[src/rtl/hazard_unit.sv]
// RAW hazard controller for the 5-stage pipeline: 3-entry destination scoreboard, stall/bubble,
// and (with HAZARD_FORWARD_EN defined) registered EX operand forwarding selects.
module hazard_unit #(
  parameter int unsigned REG_W = 5,
  parameter int unsigned CNT_W = 16
) (
  input  logic             clk,
  input  logic             reset,
  input  logic             id_valid,
  input  logic [REG_W-1:0] id_rs,
  input  logic [REG_W-1:0] id_rt,
  input  logic             id_uses_rs,
  input  logic             id_uses_rt,
  input  logic [REG_W-1:0] id_dst,
  input  logic             id_reg_write,
  input  logic             id_mem_read,
  output logic             stall,
  output logic             bubble,
  output logic [1:0]       fwd_a,
  output logic [1:0]       fwd_b,
  output logic [CNT_W-1:0] stall_count
);

  // is_load only matters while the producer sits in EX, so older entries drop it.
  logic             ex_v_q, mem_v_q, wb_v_q;
  logic [REG_W-1:0] ex_dst_q, mem_dst_q, wb_dst_q;
  logic             ex_ld_q;
  logic [CNT_W-1:0] cnt_q;

  logic rs_chk, rt_chk;
  logic rs_ex, rs_mem, rs_wb;
  logic rt_ex, rt_mem, rt_wb;
  logic hazard, issue;

  always_comb begin
    rs_chk = id_uses_rs && (id_rs != '0);
    rt_chk = id_uses_rt && (id_rt != '0);
    rs_ex  = rs_chk && ex_v_q  && (id_rs == ex_dst_q);
    rs_mem = rs_chk && mem_v_q && (id_rs == mem_dst_q);
    rs_wb  = rs_chk && wb_v_q  && (id_rs == wb_dst_q);
    rt_ex  = rt_chk && ex_v_q  && (id_rt == ex_dst_q);
    rt_mem = rt_chk && mem_v_q && (id_rt == mem_dst_q);
    rt_wb  = rt_chk && wb_v_q  && (id_rt == wb_dst_q);
  end

`ifdef HAZARD_FORWARD_EN
  assign hazard = ex_ld_q && (rs_ex || rt_ex);
`else
  // Register file has no write-through, so a WB-stage producer still conflicts.
  assign hazard = rs_ex || rs_mem || rs_wb || rt_ex || rt_mem || rt_wb;
`endif

  assign stall  = id_valid && hazard;
  assign bubble = stall;
  assign issue  = id_valid && !stall;

  always_ff @(posedge clk or posedge reset) begin
    if (reset) begin
      ex_v_q    <= 1'b0;
      mem_v_q   <= 1'b0;
      wb_v_q    <= 1'b0;
      ex_dst_q  <= '0;
      mem_dst_q <= '0;
      wb_dst_q  <= '0;
      ex_ld_q   <= 1'b0;
    end else begin
      ex_v_q    <= issue && id_reg_write && (id_dst != '0);
      ex_dst_q  <= id_dst;
      ex_ld_q   <= id_mem_read;
      mem_v_q   <= ex_v_q;
      mem_dst_q <= ex_dst_q;
      wb_v_q    <= mem_v_q;
      wb_dst_q  <= mem_dst_q;
    end
  end

  always_ff @(posedge clk or posedge reset) begin
    if (reset) begin
      cnt_q <= '0;
    end else if (stall && (cnt_q != '1)) begin
      cnt_q <= cnt_q + 1'b1;
    end
  end

  assign stall_count = cnt_q;

`ifdef HAZARD_FORWARD_EN
  logic [1:0] fwd_a_q, fwd_b_q;

  // Youngest producer wins.
  function automatic logic [1:0] fwd_sel(input logic m_ex, input logic m_mem, input logic m_wb);
    if (m_ex)       return 2'b01;
    else if (m_mem) return 2'b10;
    else if (m_wb)  return 2'b11;
    else            return 2'b00;
  endfunction

  always_ff @(posedge clk or posedge reset) begin
    if (reset) begin
      fwd_a_q <= 2'b00;
      fwd_b_q <= 2'b00;
    end else begin
      fwd_a_q <= issue ? fwd_sel(rs_ex, rs_mem, rs_wb) : 2'b00;
      fwd_b_q <= issue ? fwd_sel(rt_ex, rt_mem, rt_wb) : 2'b00;
    end
  end

  assign fwd_a = fwd_a_q;
  assign fwd_b = fwd_b_q;
`else
  logic unused_ex_ld;
  assign unused_ex_ld = ex_ld_q;
  assign fwd_a = 2'b00;
  assign fwd_b = 2'b00;
`endif

endmodule

[config.mk]
export PLATFORM = sky130hd
export DESIGN_NAME = hazard_unit
export DESIGN_NICKNAME = d
export VERILOG_FILES = /design/src/rtl/hazard_unit.sv
export SDC_FILE = /design/constraint.sdc
export NUM_CORES = 1
export LEC_CHECK = 0
export ABC_AREA = 1
export CAP_MARGIN = 20
export CORE_MARGIN = 8
export CORE_UTILIZATION = 55
export CTS_CLUSTER_DIAMETER = 30
export DETAILED_ROUTE_END_ITERATION = 7
export DONT_BUFFER_PORTS = 1
export PLACE_DENSITY_LB_ADDON = 0.15
export SYNTH_ARGS = -nofsm -noshare
export SYNTH_HDL_FRONTEND = slang
export SYNTH_SLANG_ARGS = --single-unit
[constraint.sdc]
create_clock -name clk -period 4.4 [get_ports clk]
set_input_delay 0.66 -clock clk [delete_from_list [all_inputs] [get_ports clk]]
set_output_delay 0.66 -clock clk [all_outputs]
set_load 0.005 [all_outputs]
==> flow_summary.yaml <==
synth:
  yosys.area.top_type: "dfrtp_1"
  seq_area_frac_synth: 0.405
  synthCells: 301
  synth_top_family_by_area: "simple AND/OR/NAND/NOR gates"
  yosys-top-cells-area: "dfrtp_1 40%, nand2_1 21%, nand4_1 5.7%"
  synth.most_common_cell: "nand2_1"
  synth_compound_area_frac: 0.0244
  synthXorXnorAreaFrac: 0.0500
  ys_async_sr_fraction: 1.00
  synth_ff_type: "dfrtp_1"
  synth_cell_types: 27
  synth-seq-cells: 34
  yosys.area_share.adder: 0.00595
  synth_edf_count: 0
  synth_mux_area_frac: 0
  yosysWarningCount: 0
  synth_top_area_frac: 0.405
  yosys-top-cells-count: "120 x nand2_1, 34 x dfrtp_1, 30 x inv_1, 25 x nor2_1, 19 x nand4_1"
  avgSynthCellArea_um2: 6.99
  netlist_area_um2: 2100
  synth-simple-area-share: 0.402
cts:
  clockRootBuffer: "clkbuf_8"
  cts_resized: 0
  cts.clk_slew.worst_paths_ps: 70
  cts_num_sinks: 34
  clk_path_buf_depth: 2
  htree_levels: 2
  clock_latency_ps: 290
  cts_hold_buffers: 0
  cts_made_buffers: 5
  post_cts_buffers: 0
  cts_tree: "done"
floorplan:
  die_h_um: 77.8
  start_util: 0.575
  die_area_um2: 6060
  rows: 22
  core_um2: 3660
  ios: 44
  die_w_um: 77.8
placed_design:
  dp_slack_ps: 2060
  finalWeightedCongestion: 0.873
  hpwl_um: 3620
  place.port_buffers: 0
  dp.cells: 342
critical_path:
  worstSetupPathType: "reg2out"
  critPathLaunchType: "flip-flop"
  cp.required_ps: 3740
  crit_path_end_kind: "output pin"
  cp_max_fo: 4
  crit_arrival_ps: 1700
sta:
  final_max_slew_viol_count: 0
  layout_setup_ws_ps: 2040
  fin_worst_skew_ps: 5.21
  worst_pin_slew_ps: 534
  rsz0062_at_grt: "false"
  period_share: 0.535
  tns_ps: 0
  fmax_ghz: 0.424
  slew_headroom: 0.641
  period_needed_ps: 2360
  finalSetupViolCount: 0
  hold_viol: 0
finish:
  diodes: 0
  nets: 324
  drive_above_1_share: 0.0894
  syn2layout_area_growth_pct: 5.00
  fin_cells: 350
power_and_ir_drop:
  p_comb_frac: 0.103
  seqPwrFrac: 0.506
  switching_share: 0.263
  power_density_nw_per_um2: 316
  pwr-share-clk: 0.391
  internal_power_mw: 0.515
  p_sw_mw: 0.184
  ir_drop_uv: 187
  power_leakage_nw: 1.17
grt:
  antenna_found_initial: 0
  grt_pass1_vias: 1655
  grt_max_degree: 35
  grt_use_total: 0.163
  use_met2: 0.232
  grt_overflow: 0
  grt_pass1_wl_um: 8070
  met1_usage: 0.231
  grt_util_met3: 0.0495
  grt.busiest_layer: "met2"
min_path:
  min_path_type: "in2async"
drt:
  wl_um: 4850
  wire_per_inst_um: 13.9
  drc: 0
  ant_nets: 0
  first_pass_iters: 4
  vias: 1818
  vias_per_cell: 5.19
  drtIter0Drc: 143
outcome:
  status: "finished clean"
run:
  cap_violations: 0
## cells in the final DEF (no fill, tap or decap)
master and count:
conb_1 4, ha_1 1, a21boi_0 1, nor2_2 1, or3_1 1, o21ai_1 1, nand3_1 14, inv_2 10
nor2_1 25, xor2_1 9, xnor2_1 3, o21ai_0 5, dfrtp_1 34, clkbuf_8 8, nor3_1 6, a21oi_1 1
o311ai_0 1, buf_4 1, nand4_1 19, nand2_2 1, nor2_4 3, nand3_2 3, inv_1 30, nand2_1 120
## power by group through the flow
stage / clock network (mW) / registers [mW] / logic, mW
global placement: 0 / 0.359 / 0.0697
floorplan: 0 / 0.353 / 0.0657
global route: 0.290 / 0.358 / 0.0838
finish: 0.274 / 0.353 / 0.0718
detailed placement: 0 / 0.360 / 0.0728
CTS: 0.278 / 0.354 / 0.0729
## per-stage QoR
stage	total power [mW]	hold slack [ps]	utilization	instance area, um^2
floorplan	0.419	354	-	2110
global placement	0.428	357	0.573	2100
detailed placement	0.433	359	0.573	2100
CTS	0.705	371	0.603	2210
global route	0.731	377	0.603	2210
finish	0.699	351	0.603	2210
## cell type report
cell class | instances | area (um^2)
repair buffers | 1 | 7.51
fillers | 332 | 1450
well taps | 48 | 60.1
flip-flops and latches | 34 | 851
clock buffers | 8 | 110
inverters | 40 | 150
multi-input cells | 219 | 1030
## worst max-delay path, cell delays in order (launching register included)
cell,delay (ps)
dfrtp_1,430
inv_1,90
nor2_1,40
a21oi_1,160
nand3_1,100
nand3_1,70
nand2_1,70
a21boi_0,460
## path summary, 6_finish.rpt
path | startpoint | to | slack (ps) | cells past startpoint
max reg2reg | stall_count[0] | stall_count[0] | 2470 | 9
max | mem_dst_q[1] | bubble | 2040 | 7
min reg2reg | ex_dst_q[1] | mem_dst_q[1] | 370 | 0
min | reset | ex_dst_q[4] | 350 | 2
max in group asynchronous | reset | wb_v_q | 3740 | 2
min in group clk | ex_dst_q[1] | mem_dst_q[1] | 370 | 0
## sequential cells by signal (all words and copies together) (netlist names)
signal / count
ex_dst_q: 5
ex_v_q: 1
mem_dst_q: 5
mem_v_q: 1
stall_count: 16
wb_dst_q: 5
wb_v_q: 1
## per-layer routing
layer,wire length [um],up-vias
met2,2090,60
met5,0,-
met1,2300,825
li1,-,928
met4,43,0
met3,420,5
## cells by family (layout without fill, tap and decap cells)
| logic type | Yosys count | after routing |
|---|---|---|
| other | 1 | 4 |
| buffers and inverters | 51 | 49 |
| adders and majority gates | 1 | 1 |
| DFF | 34 | 34 |
| AOI/OAI and AO/OA | 9 | 9 |
| xor gates and xnor gates | 12 | 12 |
| and+or+nand+nor | 193 | 193 |
Power figures use the tool's default switching activity.
